### config.mk
export PLATFORM = sky130hd
export DESIGN_NAME = b11_scrambler_gen
export DESIGN_NICKNAME = d
export VERILOG_FILES = /design/src/rtl/b11_scrambler_gen.sv
export SDC_FILE = /design/constraint.sdc
export NUM_CORES = 1
export LEC_CHECK = 0
export BUFFER_PORTS_ARGS = -buffer_cell sky130_fd_sc_hd__buf_4
export CORE_ASPECT_RATIO = 2
export CORE_UTILIZATION = 48
export DETAILED_ROUTE_END_ITERATION = 10
export HOLD_SLACK_MARGIN = 0.03
export SYNTH_ARGS = -nofsm -noshare
export SYNTH_HDL_FRONTEND = slang
export SYNTH_SLANG_ARGS = --single-unit
### constraint.sdc
create_clock -name clock -period 8.2 [get_ports clock]
set_input_delay 0.82 -clock clock [delete_from_list [all_inputs] [get_ports clock]]
set_output_delay 0.82 -clock clock [all_outputs]
set_load 0.01 [all_outputs]
### src/rtl/b11_scrambler_gen.sv
// Character scrambler: samples a strobed symbol, folds it with a rolling counter,
// reduces modulo KEY under an iteration guard, offsets, and emits the magnitude.
module b11_scrambler_gen #(
  parameter int unsigned W        = 6,
  parameter int unsigned KEY      = 26,
  parameter int unsigned CONT_MAX = 25,
  parameter int unsigned MAX_ITER = 8
) (
  input  logic         clock,
  input  logic         reset,
  input  logic [W-1:0] x_in,
  input  logic         stbi,
  output logic [W-1:0] x_out,
  output logic         out_valid,
  output logic         out_err,
  output logic         busy
);

  localparam int unsigned CW = W + 3;
  localparam int unsigned IW = (MAX_ITER < 1) ? 1 : $clog2(MAX_ITER + 1);

  localparam logic signed [CW-1:0] KEY_S  = CW'(KEY);
  localparam logic signed [CW-1:0] OFF_00 = CW'(-21);
  localparam logic signed [CW-1:0] OFF_01 = CW'(-42);
  localparam logic signed [CW-1:0] OFF_10 = CW'(7);
  localparam logic signed [CW-1:0] OFF_11 = CW'(28);

  typedef enum logic [3:0] {
    S_IDLE, S_WAIT, S_CLASSIFY, S_SEED, S_MIX, S_REDOWN, S_REUP, S_ADJUST, S_EMIT
  } state_t;

  state_t                state_q, state_d;
  logic [W-1:0]          cont_q, cont_d;
  logic [W-1:0]          r_in_q, r_in_d;
  logic signed [CW-1:0]  cont1_q, cont1_d;
  logic [IW-1:0]         iter_q, iter_d;
  logic                  err_q, err_d;
  logic [W-1:0]          x_out_q, x_out_d;
  logic                  out_valid_q, out_valid_d;
  logic                  out_err_q, out_err_d;
  logic                  busy_q, busy_d;

  logic signed [CW-1:0]  r_ext, cont_ext;

  assign r_ext    = $signed({{(CW-W){1'b0}}, r_in_q});
  assign cont_ext = $signed({{(CW-W){1'b0}}, cont_q});

  // Next-state and datapath
  always_comb begin
    state_d     = state_q;
    cont_d      = cont_q;
    r_in_d      = r_in_q;
    cont1_d     = cont1_q;
    iter_d      = iter_q;
    err_d       = err_q;
    x_out_d     = x_out_q;
    out_valid_d = 1'b0;
    out_err_d   = 1'b0;

    case (state_q)
      S_IDLE: begin
        cont_d  = '0;
        r_in_d  = x_in;
        x_out_d = '0;
        state_d = S_WAIT;
      end
      S_WAIT: begin
        r_in_d = x_in;
        if (!stbi) state_d = S_CLASSIFY;
      end
      S_CLASSIFY: begin
        if ((~|r_in_q) || (&r_in_q)) begin
          cont_d  = (32'(cont_q) < 32'(CONT_MAX)) ? cont_q + W'(1) : '0;
          cont1_d = r_ext;
          state_d = S_EMIT;
        end else if (32'(r_in_q) <= 32'(KEY)) begin
          state_d = S_SEED;
        end else begin
          state_d = S_WAIT;
        end
      end
      S_SEED: begin
        cont1_d = r_in_q[0] ? (cont_ext <<< 1) : cont_ext;
        iter_d  = '0;
        err_d   = 1'b0;
        state_d = S_MIX;
      end
      S_MIX: begin
        if (r_in_q[1]) begin
          cont1_d = r_ext + cont1_q;
          state_d = S_REDOWN;
        end else begin
          cont1_d = r_ext - cont1_q;
          state_d = S_REUP;
        end
      end
      S_REDOWN: begin
        if (iter_q == IW'(MAX_ITER)) begin
          err_d   = (cont1_q > KEY_S);
          state_d = S_ADJUST;
        end else if (cont1_q > KEY_S) begin
          cont1_d = cont1_q - KEY_S;
          iter_d  = iter_q + IW'(1);
        end else begin
          state_d = S_ADJUST;
        end
      end
      S_REUP: begin
        if (iter_q == IW'(MAX_ITER)) begin
          err_d   = cont1_q[CW-1];
          state_d = S_ADJUST;
        end else if (cont1_q[CW-1]) begin
          cont1_d = cont1_q + KEY_S;
          iter_d  = iter_q + IW'(1);
        end else begin
          state_d = S_ADJUST;
        end
      end
      S_ADJUST: begin
        case (r_in_q[3:2])
          2'b00:   cont1_d = cont1_q + OFF_00;
          2'b01:   cont1_d = cont1_q + OFF_01;
          2'b10:   cont1_d = cont1_q + OFF_10;
          default: cont1_d = cont1_q + OFF_11;
        endcase
        state_d = S_EMIT;
      end
      S_EMIT: begin
        // Low W bits of the negation depend only on the low W bits of cont1.
        x_out_d     = cont1_q[CW-1] ? (~cont1_q[W-1:0]) + W'(1) : cont1_q[W-1:0];
        out_valid_d = 1'b1;
        out_err_d   = err_q;
        state_d     = S_WAIT;
      end
      default: state_d = S_IDLE;
    endcase

    busy_d = (state_d != S_IDLE) && (state_d != S_WAIT);
  end

  always_ff @(posedge clock) begin
    if (reset) begin
      state_q     <= S_IDLE;
      cont_q      <= '0;
      r_in_q      <= '0;
      cont1_q     <= '0;
      iter_q      <= '0;
      err_q       <= 1'b0;
      x_out_q     <= '0;
      out_valid_q <= 1'b0;
      out_err_q   <= 1'b0;
      busy_q      <= 1'b0;
    end else begin
      state_q     <= state_d;
      cont_q      <= cont_d;
      r_in_q      <= r_in_d;
      cont1_q     <= cont1_d;
      iter_q      <= iter_d;
      err_q       <= err_d;
      x_out_q     <= x_out_d;
      out_valid_q <= out_valid_d;
      out_err_q   <= out_err_d;
      busy_q      <= busy_d;
    end
  end

  assign x_out     = x_out_q;
  assign out_valid = out_valid_q;
  assign out_err   = out_err_q;
  assign busy      = busy_q;

endmodule

==> key figures <==
Status
  • Status: finished, final reports clean

Route
  • WL/cell: 21.2 um
  • Final WL: 12000 um
  • Via count: ~3600
  • Initial DRT Pass Iterations: 5
  • DRC: 0
  • Starting DRT DRC Count: roughly 250
  • Final ANT Viol Nets: 0
  • Via-to-Cell Ratio: ~6.4

Worst setup path
  • Critical Path Slowest Stage Cell: a2111oi_4
  • CP Launch Type: flop
  • Required @ worst endpoint: 8.37 ns
  • R2r worst-path depth: 9
  • CP Buf/Inv Count: 1
  • Stages on worst setup path: 9
  • Critical Path Max Stage Delay: 0.89 ns
  • Crit. Startpoint: cont1_q[1]
  • WP data arrival: 4.01 ns
  • Crit Path Class: reg2reg
  • R2r endpoint: cont1_q[1]
  • Worst reg2reg path startpoint: cont1_q[1]
  • Crit. End Element: flop
  • CP top delay family: compound AO/OA/AOI/OAI gates
  • Worst path cell trace: inv_1 > ha_1 > nor2b_1 > a31oi_1 > o32a_1 > a2111oi_4 > o31ai_1 > a2111oi_2 > a211oi_1
  • Worst Path Max Fanout: 16
  • Worst reg-to-reg setup slack: about 4.4 ns
  • CP Capture Point: cont1_q[1]

Floorplan
  • Core area: 7270 um2
  • Boundary Pins: 18
  • Die Wd: 63.5 um
  • Die area: ~7900 um2
  • Row count: 44
  • Die Ht: roughly 130 um
  • Starting density of the core: 50.0%

Layout
  • Layout Nets: 515
  • Post-route design area: 3950 um2
  • Layout cells sized above 1: 7.97%
  • Diode count: 0
  • Fillers: around 760
  • Area Overhead vs Synth: 8.78%
  • Final Util: 54.4%
  • Non-Filler Instances: approximately 570

Timing
  • Clock skew: 0.00956 ns
  • Max Transition Viols Final: 0
  • RSZ-0062 raised after global routing: no
  • Count of final setup violators: 0
  • Fin. Hold Viols: 0
  • Final critical-path required period: approximately 3.8 ns
  • Hold WS: roughly 0.45 ns
  • Tcrit/Tclk final: 46.8%
  • Max Freq: approximately 0.26 GHz
  • Setup TNS after final layout: 0 ns
  • Slew HR: 26.1%
  • Actual slew at the worst max-slew pin: around 1.1 ns
  • Final WS setup: 4.36 ns

Clock network
  • Clock root buffer: clkbuf_16
  • H-tree levels: 2
  • Clock slew at reported path FFs: 0.07 ns
  • Post-CTS Setup Inserts: 0
  • CTS buffer count: 5
  • # resized after CTS: 0
  • Hold_buf cts: 0
  • Max Buffers Root-to-Sink: 2
  • CTS tree: built
  • Num Clock Sinks: 39
  • Clock Latency Late Sink: ~0.3 ns

Logic synthesis
  • Main combinational cell family by area after synthesis: compound AO/OA/AOI/OAI gates
  • Sequential element share of the synthesized area: 21.5%
  • Register bit total from synthesis: 39
  • Compound-gate portion of the synthesized area: 26.7%
  • Synth Area in Adders: 10.3%
  • Yosys warning count: 0
  • Gate Count Post-Synth: 480
  • Xor/xnor share of the synthesized area: 10.1%
  • Simple logic cell fraction of the synthesized area: approximately 22%
  • Post-Syn Nets: 519
  • FFs w/ async S/R, synth: 0%
  • Ys flop type: dfxtp_1
  • Post-synthesis mux area share: ~4.5%
  • Post-synth EDFFs: 0
  • Syn avg cell area: 7.57 um2
  • Synth cell types: 59
  • Synthesized area: 3630 um2

Place
  • Number of port buffers: 17
  • Dpl ws: 4.50 ns
  • Detail Placement HPWL: 9030 um
  • Placed Area: 3770 um2
  • Placed cell count: 561
  • RD Place Congestion: 0.955

Power
  • P_sw: between 0.3 and 0.4 mW
  • P_leak: 1.48 nW
  • PwrDens: 207 nW/um2
  • Peak VDD IR: 137 uV
  • Clk pwr share: 29.5%
  • Internal: 0.494 mW
  • Sequential Power Share: 29.4%
  • Design Power: 0.818 mW
  • Switching share of total power: roughly 40%
  • Combinational Power Share: 41.1%

Global routing
  • Vias in the first global route: 3579
  • Largest net degree at the start of global routing: 32
  • Initial antenna violation count: 0
  • Overall routing resource usage: approximately a third
  • Overflow after GRT: 0
  • First-pass GRT wire length: 19000 um

Hold path
  • HP Class: reg2reg

Flow run
  • Max-cap violations: 0
## routing by layer
layer  track usage, %  up-vias  wire length (um)
li1                 -     1720                 -
met4             24.7        0               914
met3             4.29       55               577
met1             33.5     1713              4280
met5                0        -                 0
met2             54.4      157              6270
## how the worst min path moves through the flow
stage               startpoint        to  cells after the start
floorplan                err_q   out_err                      1
global placement      x_out[0]  x_out[0]                      2
detailed placement    x_out[0]  x_out[0]                      2
CTS                   x_out[0]  x_out[0]                      2
global route          x_out[0]  x_out[0]                      2
finish                x_out[0]  x_out[0]                      2
## power groups by stage
stage                     sequential, mW  clock, mW  combinational [mW]
after CTS                          0.239      0.246               0.329
after global routing               0.244      0.250               0.365
after floorplan                    0.220          0               0.263
final                              0.241      0.242               0.336
after global placement             0.244          0               0.324
after detailed placement           0.244          0               0.327
## worst min-delay path: stages (launching register included)
cell	delay, ns
dfxtp_1	0.31
nand2_1	0.05
a21oi_1	0.05
## layout by cell type, fill, tap and decap left out, types with 6 or more instances in the layout
| cell | n |
|---|---|
| nor2_1 | 63 |
| a21o_1 | 6 |
| o21ai_0 | 26 |
| nand2_1 | 26 |
| a211oi_1 | 9 |
| a21oi_1 | 47 |
| mux2i_1 | 13 |
| inv_1 | 17 |
| nand3_1 | 9 |
| o31ai_1 | 6 |
| nor3_1 | 12 |
| dfxtp_1 | 39 |
| xnor2_1 | 32 |
| nor2b_1 | 8 |
| buf_4 | 19 |
| ha_1 | 30 |
| xor2_1 | 10 |
## sequential cells by signal, indices dropped and copies added (netlist names), 4 cells and up
name / cells
cont1_q: 9
cont_q: 6
iter_q: 4
r_in_q: 6
state_q: 4
x_out: 6
## cell families after synthesis
family | count (synthesis)
buffers and inverters | 48
muxes | 16
DFF | 39
xor gates and xnor gates | 42
and+or+nand+nor | 160
AOI/OAI and AO/OA | 145
adders and majority gates | 30
## final cells by class
| type | count | area, um2 | area share [%] |
|---|---|---|---|
| Clock buffer | 6 | 139 | 3.51 |
| Clock inverter | 2 | 38.8 | 0.981 |
| Inverter | 18 | 67.6 | 1.71 |
| Multi-Input combinational cell | 393 | 2670 | 67.5 |
| Sequential cell | 39 | 781 | 19.8 |
| Tap cell | 92 | 115 | 2.91 |
| Timing Repair Buffer | 19 | 143 | 3.61 |
## cells in the mapped netlist, types with 10 or more instances
master	number	area (um2)
nor2_1	63	236
mux2i_1	13	130
xnor2_1	32	280
clkbuf_1	24	90.1
nand2_1	26	97.6
dfxtp_1	39	781
o21ai_0	26	130
a21oi_1	47	235
ha_1	30	375
inv_1	17	63.8
xor2_1	10	87.6
nor3_1	12	60.1
Power figures use the tool's default switching activity.
